$ cat src/rtl/pipeline_hazard_ctrl.sv
// pipeline_hazard_ctrl: stall/flush/halt control for a 5-stage pipeline; HAZARD_PERF_CNT_EN builds the stall/flush counters
module pipeline_hazard_ctrl (
  input  logic        CLK,
  input  logic        RSTn,
  input  logic [4:0]  id_rs1,
  input  logic [4:0]  id_rs2,
  input  logic        id_useRs1,
  input  logic        id_useRs2,
  input  logic        ex_valid,
  input  logic [4:0]  ex_rd,
  input  logic        ex_isLoad,
  input  logic        ex_isBranch,
  input  logic        ex_bpr,
  input  logic        ex_taken,
  input  logic        mem_req,
  input  logic        mem_ready,
  input  logic        wb_valid,
  input  logic        wb_probablyHalt,
  output logic        latchn_ifid,
  output logic        latchn_idex,
  output logic        latchn_exmem,
  output logic        latchn_memwb,
  output logic        flush_ifid,
  output logic        flush_idex,
  output logic        pc_hold,
  output logic        redirect,
  output logic        halt,
  output logic        mem_timeout,
  output logic [15:0] stall_cnt,
  output logic [15:0] flush_cnt
);
  typedef enum logic [1:0] {RUN, MEM_WAIT, HALTED} state_e;
  state_e     state_q, state_d;
  logic [7:0] wait_q, wait_d;
  logic       timeout_q, timeout_d;
  logic       mem_stall, mispredict, load_use, halt_req;
  // hazard detection from the current stage contents
  always_comb begin
    mem_stall  = mem_req & ~mem_ready;
    mispredict = ex_valid & ex_isBranch & (ex_bpr != ex_taken);
    load_use   = ex_valid & ex_isLoad & (ex_rd != 5'd0) &
                 ((id_useRs1 & (id_rs1 == ex_rd)) | (id_useRs2 & (id_rs2 == ex_rd)));
    halt_req   = wb_valid & wb_probablyHalt & ~mem_stall;
  end
  // next state, memory wait counter and sticky timeout; HALTED only leaves via reset
  always_comb begin
    state_d   = state_q;
    wait_d    = 8'd0;
    timeout_d = timeout_q;
    if (state_q != HALTED) begin
      state_d   = halt_req ? HALTED : mem_stall ? MEM_WAIT : RUN;
      wait_d    = (state_q == MEM_WAIT && mem_stall) ? ((wait_q == 8'hFF) ? wait_q : wait_q + 8'd1) : 8'd0;
      timeout_d = timeout_q | (wait_d == 8'hFF);
    end
  end
  // state register
  always_ff @(posedge CLK or negedge RSTn) begin
    if (!RSTn) begin
      state_q   <= RUN;
      wait_q    <= 8'd0;
      timeout_q <= 1'b0;
    end else begin
      state_q   <= state_d;
      wait_q    <= wait_d;
      timeout_q <= timeout_d;
    end
  end
  // prioritised pipeline control: reset > halted > memory wait > mispredict > load-use > normal
  always_comb begin
    latchn_ifid  = 1'b0;
    latchn_idex  = 1'b0;
    latchn_exmem = 1'b0;
    latchn_memwb = 1'b0;
    flush_ifid   = 1'b0;
    flush_idex   = 1'b0;
    pc_hold      = 1'b0;
    redirect     = 1'b0;
    if (!RSTn) begin
      {latchn_ifid, latchn_idex, latchn_exmem, latchn_memwb} = 4'hF;
      {flush_ifid, flush_idex} = 2'b11;
      pc_hold = 1'b1;
    end else if (state_q == HALTED || mem_stall) begin
      {latchn_ifid, latchn_idex, latchn_exmem, latchn_memwb} = 4'hF;
      pc_hold = 1'b1;
    end else if (mispredict) begin
      {flush_ifid, flush_idex} = 2'b11;
      redirect = 1'b1;
    end else if (load_use) begin
      latchn_ifid = 1'b1;
      flush_idex  = 1'b1;
      pc_hold     = 1'b1;
    end
  end
  assign halt        = (state_q == HALTED);
  assign mem_timeout = timeout_q;
`ifdef HAZARD_PERF_CNT_EN
  logic [15:0] stall_q, stall_d, flush_q, flush_d;
  // saturating performance counters
  always_comb begin
    stall_d = (pc_hold && state_q != HALTED && stall_q != 16'hFFFF) ? stall_q + 16'd1 : stall_q;
    flush_d = (redirect && flush_q != 16'hFFFF) ? flush_q + 16'd1 : flush_q;
  end
  // counter registers
  always_ff @(posedge CLK or negedge RSTn) begin
    if (!RSTn) begin
      stall_q <= 16'd0;
      flush_q <= 16'd0;
    end else begin
      stall_q <= stall_d;
      flush_q <= flush_d;
    end
  end
  assign stall_cnt = stall_q;
  assign flush_cnt = flush_q;
`else
  assign stall_cnt = 16'd0;
  assign flush_cnt = 16'd0;
`endif
endmodule

$ cat config.mk
export PLATFORM = sky130hd
export DESIGN_NAME = pipeline_hazard_ctrl
export DESIGN_NICKNAME = d
export VERILOG_FILES = /design/src/rtl/pipeline_hazard_ctrl.sv
export SDC_FILE = /design/constraint.sdc
export NUM_CORES = 1
export LEC_CHECK = 0
export BUFFER_PORTS_ARGS = -buffer_cell sky130_fd_sc_hd__buf_2
export CELL_PAD_IN_SITES_DETAIL_PLACEMENT = 0
export CELL_PAD_IN_SITES_GLOBAL_PLACEMENT = 1
export CORE_MARGIN = 2
export CORE_UTILIZATION = 31
export CTS_CLUSTER_DIAMETER = 200
export DETAILED_ROUTE_END_ITERATION = 8
export PLACE_DENSITY = 0.94
export SLEW_MARGIN = 20
export SYNTH_ARGS = -nofsm -noshare
export SYNTH_HDL_FRONTEND = slang
export SYNTH_SLANG_ARGS = --single-unit
$ cat constraint.sdc
create_clock -name CLK -period 3.1 [get_ports CLK]
set_input_delay 0.155 -clock CLK [delete_from_list [all_inputs] [get_ports CLK]]
set_output_delay 0.155 -clock CLK [all_outputs]
set_load 0.03 [all_outputs]
==> flow_summary.ini <==
[critical_path]
endpoint_kind = primary output
crit_chain = nor2b_1 -> nor2_1 -> nand2_1 -> o21bai_1 -> buf_2
timing.rr.start = wait_q[0]$_DFF_PN0_
critPathRequiredTime_ns = 2.94
setup.worst_path.start_class = flip-flop
cp_num_buf_inv = 1
slowest_stage = dfrtp_1
critPathMaxFanout = 5
critPathKind = reg2out
cpPeakStageDelay_ns = 0.39
r2r-end = mem_timeout$_DFFE_PN0N_
critPathTopFamily = simple AND/OR/NAND/NOR gates
reg2reg_depth = 5
r2r_slack_ns = 1.42
critPathArrivalTime_ns = 1.59

[sta]
finalWorstSetupSlack_ns = 1.36
final_hold_viol_count = 0
clock.fmax_mhz = 573
fin_tns_setup_ns = 0
rsz0062_at_grt = false
hold_ws_ns = 0.116
fin_worst_skew_ns = 0.000982
post-route-min-period_ns = 1.74
setup_viol = 0
period_share = 0.563
maxSlewViolCount = 0

[global_route]
grt_pass1_vias = 679
grt_max_degree = 16
grt.total_usage = 0.112
grt_overflow = 0
grt_pass1_wl_mm = 3.04
antenna_found_initial = 0

[power]
p_sw_frac = 0.413
power_frac_seq = 0.361
power_switching_uw = 173
cellLeakagePower_uw = 0.000590
p_comb_frac = 0.407
ir_worst_vdd_mv = 0.211
p_int_uw = 245
power_frac_clock = 0.232
power_density_nw_per_um2 = 360

[placement]
dpl.hpwl_mm = 1.60
port_buffers = 37
place_congestion = 0.817
placed_cells = 193
preCtsSetupSlack_ns = 1.44

[hold_path]
worst_hold_path_type = in2reg
hold_path_end = state_q[1]$_DFFE_PN0N_
hold_depth = 2
worstHoldStart = wb_probablyHalt

[synth]
synth_compound_gate_area_share = 0.136
synth_edf_count = 0
synthAdderAreaFrac = 0.0120
seq_area_frac_synth = 0.264
synthCells = 115
async_flop_share = 1.00
synth-seq-cells = 11
synth-xor-area-share = 0.109
synth.area.mux_share = 0.00962
synth_flop_cell = dfrtp_1
synth-simple-area-share = 0.198
synth_area_um2 = 1040
postSynthAreaPerCell_um2 = 9.05
ys_types = 38
yosysWarnings = 0
synth_top_family_by_area = buffers and inverters

[cts]
clk_latency_ns = 0.27
clk_transition_reported_paths_ns = 0.07
cts_num_sinks = 11
cts_buffers = 3
cts_resized = 0
clock-root-buffer = clkbuf_4
cts_tree = done
clk_path_buf_depth = 2
htree_levels = 1

[floorplan]
die_area_um2 = 3840
core_um2 = 3280
rows = 21
die_h_um = 62.0
die_x_um = 62.0
start_util = 0.317
io-pin-count = 70

[detailed_routing]
wl_per_cell_um = 10.3
ant_nets = 0
viasPerCell = 4.26
drtIter0Drc = 18
postRouteWirelength_mm = 2.04
drc = 0
drtPass1Iterations = 4
vias = 844

[final_layout]
num_antenna_cells = 0
syn_to_final_growth_pct = 11.7
finalNetCount = 182
layout_commonest_cell = buf_2
drive_gt1_frac = 0.322
layout_common_cells = buf_2, conb_1, xnor2_1, dfrtp_1, nor2_1
stdcell_count = 198
post-route-util = 0.354

[run]
drv_cap = 0

[status]
outcome = completed
-- layer usage --
| metal | wire (um) | track usage |
|---|---|---|
| met1 | 851 | 0.128 |
| met2 | 1050 | 0.189 |
| met3 | 120 | 0.0497 |
| met4 | 8 | 0.0274 |
| met5 | 0 | 0 |
-- stage by stage --
stage	total power, uW	instance area (um2)
finish	418	1160
global route	444	1160
CTS	424	1160
detailed placement	323	1130
global placement	322	1130
floorplan	317	1160
-- state kept, by name (all words and copies together), names as in the netlist --
name and cells:
state_q 2, wait_q 8, mem_timeout 1
-- cell families after synthesis --
family	count (synthesis)
multiplexers	1
adder cells (fa/ha/maj)	1
AND/OR/NAND/NOR	33
XOR/XNOR	13
AO/OA/AOI/OAI	18
other	1
flip-flops	11
buffers and inverters	37
-- worst register-to-register path, cell delays in order (launching register included) --
cell	delay, ns
dfrtp_1	0.46
ha_1	0.24
and3_1	0.31
a31oi_4	0.13
nor4b_2	0.30
a41o_1	0.20
-- power by group through the flow --
stage | registers [uW] | clock network, uW | logic [uW]
2_1_floorplan | 153 | 0 | 164
3_3_place_gp | 153 | 0 | 169
4_1_cts | 151 | 102 | 171
6_report | 151 | 97.0 | 170
3_5_place_dp | 154 | 0 | 169
5_1_grt | 151 | 110 | 183
-- worst max-delay path by stage --
stage,start,depth (start not counted),endpoint,slack [ns]
after floorplan,state_q[0]$_DFFE_PN0N_,5,pc_hold,0.92
after global placement,wait_q[0]$_DFF_PN0_,5,mem_timeout$_DFFE_PN0N_,1.50
after detailed placement,wait_q[0]$_DFF_PN0_,5,mem_timeout$_DFFE_PN0N_,1.44
after CTS,state_q[0]$_DFFE_PN0N_,5,pc_hold,1.33
after global routing,state_q[0]$_DFFE_PN0N_,5,latchn_ifid,1.24
final,state_q[0]$_DFFE_PN0N_,5,latchn_ifid,1.36
-- synth_stat cells (2+ instances only) --
master,number,area [um2]
buf_4,35,263
dfrtp_1,11,275
xnor2_1,11,96.3
nor2_1,7,26.3
nand2_1,6,22.5
a31oi_1,3,18.8
and3_1,3,18.8
nand3_1,3,15.0
o21ai_0,3,15.0
nand4_1,2,12.5
nor2b_1,2,12.5
o21bai_1,2,15.0
xor2_1,2,17.5
-- final cells by class --
type                            instances  area (um2)
Fill cell                             358        2120
Multi-Input combinational cell         98         604
Sequential cell                        11         275
Timing Repair Buffer                   38         195
Tap cell                               46        57.6
Clock buffer                            4        26.3
Inverter                                1        3.75
-- repair_timing --
action | 4_1_cts | 5_1_grt
setup buffers | 0 | 0
endpoints found under the hold margin | 11 | 0
hold buffers | 1 | 0
(Power assumes the default switching activity.)
